[src/rtl/mul8_pkg.sv]
// Shared definitions for the sequential 8x8 shift-and-add multiplier.
// Optional feature macro: ABORT_EN (adds an Abort input to mul8_seq).
package mul8_pkg;

  localparam int OP_W   = 8;
  localparam int PROD_W = 16;

  // Controller states; the unused code 2'd3 is handled as IDLE.
  typedef enum logic [1:0] {
    S_IDLE = 2'd0,
    S_RUN  = 2'd1,
    S_DONE = 2'd2
  } state_e;

  // Iteration counter value on the edge that performs the final step.
  localparam logic [2:0] ITER_LAST = 3'd7;

endpackage

[src/rtl/mul8_bit8adder.sv]
// BIT8ADDER: 8-bit ripple-carry adder shared by all multiply iterations.
// Only the carry out is brought out; signed overflow has no use in an
// unsigned multiplier and is not generated.
module mul8_bit8adder
  import mul8_pkg::*;
(
  input  logic [OP_W-1:0] a,
  input  logic [OP_W-1:0] b,
  input  logic            cin,
  output logic [OP_W-1:0] sum,
  output logic            cout
);

  logic carry;

  // Ripple the carry bit by bit from the LSB.
  always_comb begin
    sum   = '0;
    carry = cin;
    for (int i = 0; i < OP_W; i++) begin
      sum[i] = a[i] ^ b[i] ^ carry;
      carry  = (a[i] & b[i]) | (carry & (a[i] ^ b[i]));
    end
  end

  assign cout = carry;

endmodule

[src/rtl/mul8_dp.sv]
// Multiplier datapath: multiplicand M, partial high Acc, multiplier /
// partial low Q, the shared adder and the combined add-then-shift step.
// The adder carry only lives inside a step: after the right shift the
// carry position is always zero, so it is not held in a register.
module mul8_dp
  import mul8_pkg::*;
(
  input  logic              clk,
  input  logic              rst_n,
  input  logic              load,
  input  logic              step,
  input  logic [OP_W-1:0]   a,
  input  logic [OP_W-1:0]   b,
  output logic [PROD_W-1:0] product_next
);

  logic [OP_W-1:0] m;
  logic [OP_W-1:0] acc;
  logic [OP_W-1:0] q;
  logic [OP_W-1:0] add_sum;
  logic            add_cout;
  logic [OP_W:0]   sum_post;    // {C, Acc} after the conditional add
  logic [PROD_W:0] shifted;     // {C, Acc, Q} after the shift
  logic [OP_W-1:0] acc_next;
  logic [OP_W-1:0] q_next;

  mul8_bit8adder u_adder (
    .a    (acc),
    .b    (m),
    .cin  (1'b0),
    .sum  (add_sum),
    .cout (add_cout)
  );

  // One iteration: add M when Q[0] is set, then shift {C,Acc,Q} right.
  always_comb begin
    sum_post     = q[0] ? {add_cout, add_sum} : {1'b0, acc};
    shifted      = {1'b0, sum_post, q[OP_W-1:1]};
    acc_next     = shifted[PROD_W-1:OP_W];
    q_next       = shifted[OP_W-1:0];
    product_next = {acc_next, q_next};
  end

  // Operand capture on accept, iteration update while stepping.
  always_ff @(posedge clk or negedge rst_n) begin
    if (!rst_n) begin
      m   <= '0;
      acc <= '0;
      q   <= '0;
    end else if (load) begin
      m   <= a;
      acc <= '0;
      q   <= b;
    end else if (step) begin
      acc <= acc_next;
      q   <= q_next;
    end
  end

endmodule

[src/rtl/mul8_seq.sv]
// Sequential 8x8 unsigned multiplier controller with Start/Busy/Done
// handshake. Optional macro ABORT_EN adds an Abort input that cancels a
// multiply in progress.
//
// Handshake: Start is sampled only in IDLE; the edge that samples it
// captures A/B. Busy is high in RUN and DONE. Done is a one-cycle pulse
// in which P holds the new product; P then holds until the next
// completion. Start during Busy is dropped, never queued.
module mul8_seq
  import mul8_pkg::*;
(
  input  logic              Clock,
  input  logic              Reset,
  input  logic              Start,
  input  logic [OP_W-1:0]   A,
  input  logic [OP_W-1:0]   B,
`ifdef ABORT_EN
  input  logic              Abort,
`endif
  output logic              Busy,
  output logic              Done,
  output logic [PROD_W-1:0] P,
  output logic [1:0]        dbg_state
);

  state_e            state;
  state_e            state_next;
  logic [2:0]        cnt;
  logic              load;
  logic              step;
  logic              last;
  logic [PROD_W-1:0] product_next;

  mul8_dp u_dp (
    .clk          (Clock),
    .rst_n        (Reset),
    .load         (load),
    .step         (step),
    .a            (A),
    .b            (B),
    .product_next (product_next)
  );

  // Next-state decode and handshake outputs.
  always_comb begin
    state_next = state;
    load       = 1'b0;
    step       = 1'b0;
    last       = 1'b0;
    Busy       = 1'b0;
    Done       = 1'b0;
    case (state)
      S_RUN: begin
        Busy = 1'b1;
`ifdef ABORT_EN
        if (Abort) begin
          state_next = S_IDLE;
        end else
`endif
        begin
          step = 1'b1;
          if (cnt == ITER_LAST) begin
            last       = 1'b1;
            state_next = S_DONE;
          end
        end
      end
      S_DONE: begin
        Busy       = 1'b1;
        Done       = 1'b1;
        state_next = S_IDLE;
      end
      default: begin
        if (Start) begin
          load       = 1'b1;
          state_next = S_RUN;
        end
      end
    endcase
  end

  // State register.
  always_ff @(posedge Clock or negedge Reset) begin
    if (!Reset) state <= S_IDLE;
    else        state <= state_next;
  end

  // Iteration counter: cleared on accept, advanced on every step.
  always_ff @(posedge Clock or negedge Reset) begin
    if (!Reset)    cnt <= '0;
    else if (load) cnt <= '0;
    else if (step) cnt <= cnt + 3'd1;
  end

  // Product register, written only by the final iteration.
  always_ff @(posedge Clock or negedge Reset) begin
    if (!Reset)    P <= '0;
    else if (last) P <= product_next;
  end

  assign dbg_state = state;

endmodule

[config.mk]
export PLATFORM = sky130hd
export DESIGN_NAME = mul8_seq
export DESIGN_NICKNAME = d
export VERILOG_FILES = /design/src/rtl/mul8_pkg.sv /design/src/rtl/mul8_bit8adder.sv /design/src/rtl/mul8_dp.sv /design/src/rtl/mul8_seq.sv
export SDC_FILE = /design/constraint.sdc
export NUM_CORES = 1
export LEC_CHECK = 0
export CAP_MARGIN = 5
export CORE_MARGIN = 2
export CORE_UTILIZATION = 45
export DETAILED_ROUTE_END_ITERATION = 16
export PLACE_DENSITY = 0.7
export SYNTH_ARGS = -nofsm -noshare
export SYNTH_HDL_FRONTEND = slang
export SYNTH_SLANG_ARGS = --single-unit
[constraint.sdc]
create_clock -name Clock -period 4 [get_ports Clock]
set_clock_uncertainty 0.1 [all_clocks]
set_input_delay 0.4 -clock Clock [delete_from_list [all_inputs] [get_ports Clock]]
set_output_delay 0.4 -clock Clock [all_outputs]
set_load 0.02 [all_outputs]
; Yosys cells after proc, flatten, opt, wreduce, memory -nomap -nowiden
; Cells that the tools add are included.
[op_classes]
bitwise_logic = 37
reduce_logical = 4
n_addsub = 1
eq_ne = 4
n_mux = 17
[ops]
columns = op, count
row1 = 2-to-1 mux 8 bit, 4
row2 = bitwise AND 1 bit, 15
row3 = XOR 1 bit, 15
row4 = 2-to-1 mux 9 bit, 1
row5 = 2-to-1 mux 1 bit, 7
row6 = OR 1 bit, 7
row7 = 2-to-1 mux 3 bit, 2
row8 = 2-to-1 mux 2 bit, 2
row9 = case mux 2 bit (2 select lines), 1
row10 = adder 3 x 1 -> 3 bit (second input constant), 1
row11 = == test 3 bit (second input constant), 1
row12 = nonzero test 3 bit, 1
row13 = == test 2 x 1 -> 1 bit (second input constant), 1
row14 = == test 2 bit (second input constant), 1
row15 = inequality test 2 bit (second input constant), 1
row16 = AND reduction 2 bit, 1
row17 = nonzero test 2 bit, 1
row18 = OR reduction 2 bit, 1
[word_totals]
wordCells = 69
ff_bits = 45
output_inout_bits = 20

; Logic depth before layout (Yosys ltp)
[depth]
word_depth = 18
ltp_mapped = 16
depth_no_buf = 16

; Cells and area by module
; From an unflattened synthesis, not the netlist that was laid out.
[hier_totals]
hier_cells = 175
area_unflattened_um2 = 2341.0
[by_module_without_submodules]
columns = mod, area_per_inst_um2, cells_each, n_inst, seq_area_each_um2
row1 = mul8_dp, 1221.2, 98, 1, 600.6
row2 = mul8_seq, 922.1, 59, 1, 525.5
row3 = mul8_bit8adder, 197.7, 18, 1, 0.0

; Least setup slack after synthesis
; No wires, ideal clock.
[synth_path]
kind = register to register
from = reg u_dp.acc[0]
to = reg P[14]
setup_slack_ns = 0.742
path_buffers = 0
arrival_ns = 3.032
setup_time_ns = 0.126
t_required_ns = 3.774
path_stages_with_launch = 17
cell_sequence = dfrtp_1 -> ha_1 -> inv_1 -> fa_1 -> inv_1 -> fa_1 -> fa_1 -> inv_1 -> fa_1 -> inv_1 -> fa_1 -> inv_1 -> fa_1 -> inv_1 -> fa_1 -> mux2i_1 -> o21ai_0
[synth_between]
elab_chain_cells = 15
[synth_rtl]
columns = item, line_no
row1 = from (decl), mul8_dp.sv:18  ; logic [OP_W-1:0] acc;
row2 = from (signal assigned), mul8_dp.sv:55  ; acc <= acc_next;
row3 = bitwise AND 1 bit (2 in a row), mul8_bit8adder.sv:22  ; carry = (a[i] & b[i]) | (carry & (a[i] ^ b[i]));
row4 = OR 1 bit, mul8_bit8adder.sv:22
row5 = bitwise AND 1 bit, mul8_bit8adder.sv:22
row6 = OR 1 bit, mul8_bit8adder.sv:22
row7 = bitwise AND 1 bit, mul8_bit8adder.sv:22
row8 = OR 1 bit, mul8_bit8adder.sv:22
row9 = bitwise AND 1 bit, mul8_bit8adder.sv:22
row10 = OR 1 bit, mul8_bit8adder.sv:22
row11 = bitwise AND 1 bit, mul8_bit8adder.sv:22
row12 = OR 1 bit, mul8_bit8adder.sv:22
row13 = bitwise AND 1 bit, mul8_bit8adder.sv:22
row14 = OR 1 bit, mul8_bit8adder.sv:22
row15 = XOR 1 bit, mul8_bit8adder.sv:21  ; sum[i] = a[i] ^ b[i] ^ carry;
row16 = 2-to-1 mux 9 bit, mul8_dp.sv:37  ; sum_post = q[0] ? {add_cout, add_sum} : {1'b0, acc};
row17 = to (signal assigned), mul8_seq.sv:98  ; else if (last) P <= product_next;
row18 = to (decl), mul8_seq.sv:22  ; output logic [PROD_W-1:0] P,
; Every way passes these cells.
; A chain may end at the register's enable or synchronous reset.

; Worst setup path after layout
; Ends and elaborated chain as after synthesis.

==> run metrics <==
Die ar. 0.00524 sq mm; Static Leakage 0.00122 uW; initial antenna violation count 0; post-cts hold buffer count 0; post-synthesis mux area share 0.125; unrepaired setup endpoints after global routing false; drc violations 0; most frequent cells in the layout dfrtp_1, nand2_1, clkdlybuf4s50_1, o21ai_0; worst slew pin tran 1.01 ns; number of cells on the worst reg-to-reg path 16; ant diodes 0; kind of end point of the critical path register; Worst-path clk slew 0.08 ns; syn nets 224; Synth area leaders dfrtp_1, mux2i_1, fa_1; final worst path period share 0.865; cell row count 24; DP Cell Count 273; commonest non-fill, non-tap cell in the layout dfrtp_1; met3 WL 163 um; initial DRC count 85; worst vdd ir 0.565 mV; Synth area leader dfrtp_1; Crit path largest cell delay 0.42 ns; Distinct cells, synth 22; Core ar. 0.00444 sq mm; Fin. Hold Viols 0; Chip Height 72.4 um; total congestion overflow 0; worst hold path class input pin to async pin; Post-Synth Adder-Cell Area 0.0963; post-CTS sizing 0; crit start category register; f_max 289 MHz; Post-Synth XOR/XNOR Area 0.00416; CTS sink count 45; total vias in the final route 1429; vias in the first global route 1437; non-filler instance count after layout 281; Slew HR 0.329; top sig layer met4; gpl congestion 0.752; Area growth syn-to-layout 22.9%; router iterations before antenna repair 4; total of max-cap violations 0; Tmin final 3.46 ns; Syn Inst Count 193; Crit-path slowest cell fa_1; worst reg2reg path startpoint u_dp.acc[0]; setup bufs post-CTS 0; Placed Area 0.00249 sq mm; status finished, final reports clean; hpwl dp 2.65 mm; first-pass GRT wire length 6.94 mm; crit-path most repeated cell fa_1; clk_lat worst skew 0.30 ns; clock root cell clkbuf_8; cell area after layout 0.00259 sq mm; Max Fanout on Critical Path 3; Yosys reg bits 45; largest net degree at the start of global routing 46; CTS Buf Count 5; max-slew violation count 0; Top Ports 39; Vias per Instance 5.09; arrival time worst endpoint 3.53 ns; H-tree depth 2; wl on met1 1.78 mm; Die W 72.4 um; largest family of logic cells by synthesized area multiplexers; Simple-Gate Fraction of Synth Area 0.0879; Worst EP required 4.07 ns; Initial Utilization 0.474; TritonCTS clock tree yes; sequential-to-total area share from yosys stat 0.535; PortBufs 38; Synth Area per Inst 10.9 sq um; final setup TNS 0 ns; worst path cell trace ha_1 -> inv_1 -> fa_1 -> inv_1 -> fa_1 -> fa_1 -> inv_1 -> fa_1 -> inv_1 -> fa_1 -> inv_1 -> fa_1 -> inv_1 -> fa_1 -> mux2i_1 -> o21ai_0; post-DR wirelength/cell 13.7 um; Crit Path Class register to register; post-synth top area share 0.535; Final nets 259; layout cells sized above 1 0.0961; setup violators final 0; Antenna Nets Post-Route 0; CTS Buffer Depth 2; Synth Cell Area 0.00211 sq mm; met2 WL post-DR 1.83 mm; Ys Warns 0; DRT Wirelength 3.84 mm; post-synthesis compound-gate area fraction 0.0939; overall global routing resource usage 0.175; Crit. Startpoint u_dp.acc[0]; PD cells 779 mW/mm^2
## power by group
part / internal [uW] / switching (uW) / leakage [uW] / total [uW]
sequential: 644 / 139 / 0.000577 / 783
combinational: 427 / 500 / 0.000593 / 927
clock: 156 / 151 / 0.0000542 / 308
total: 1230 / 789 / 0.00122 / 2020
## synth_stat cells
master,number
ha_1,5
nand3_1,1
buf_2,8
mux2_2,10
nand2b_1,1
a211oi_1,1
xnor2_1,1
nand2_2,1
o21ai_0,25
nor2_1,6
a21o_1,1
a211oi_2,1
fa_1,7
and2_1,1
inv_1,15
buf_4,2
o21ai_1,2
mux2i_1,15
nand2_1,37
buf_6,1
dfrtp_1,45
a21oi_1,7
## kinds of logic after synthesis
group	after synthesis
muxes	25
xor gates and xnor gates	1
buffers and inverters	26
adders and majority gates	12
AOI/OAI and AO/OA	37
and+or+nand+nor	47
DFF	45
## flip-flops by register name, summed over array words and instances (netlist names)
name       cells
P             16
cnt            3
dbg_state      2
u_dp.acc       8
u_dp.m         8
u_dp.q         8
## stage by stage
step / hold slack, ns / worst slack [ns] / utilization / power [uW]
2_1_floorplan: 0.00441 / 0.742 / - / 1440
6_report: 0.161 / 0.541 / 0.582 / 2020
3_5_place_dp: 0.369 / 0.539 / 0.560 / 1730
5_1_grt: 0.243 / 0.298 / 0.582 / 2220
3_3_place_gp: 0.360 / 0.637 / 0.560 / 1700
4_1_cts: 0.196 / 0.525 / 0.582 / 2040
## worst max-delay path: cells and delay by family, from the launching register on
family / cells / cell delay [ns]
flip-flops: 1 / 0.40
AO/OA/AOI/OAI: 1 / 0.09
multiplexers: 1 / 0.17
buffers and inverters: 6 / 0.39
adder cells (fa/ha/maj): 8 / 2.18
## final timing paths
kind	endpoint	slack [ns]
min in group Clock	P[13]	0.38
setup / recovery	P[14]	0.54
hold / removal	u_dp.m[3]	0.16
setup reg to reg	P[14]	0.54
max in group asynchronous	u_dp.acc[3]	3.02
hold reg to reg	P[13]	0.38
## area by class of cell
| class | count | area (sq um) |
|---|---|---|
| Tap cell | 52 | 65.1 |
| Clock inverter | 1 | 5.00 |
| Sequential cell | 45 | 1130 |
| Fill cell | 381 | 1860 |
| Timing Repair Buffer | 39 | 383 |
| Multi-Input combinational cell | 122 | 857 |
| Inverter | 15 | 56.3 |
| Clock buffer | 7 | 96.3 |
## layer usage
metal	GRT usage	vias up
li1	-	698
met1	0.238	694
met2	0.270	31
met3	0.0486	6
met4	0.0617	0
met5	0	-
No activity file was read; power rests on OpenSTA's default activity.
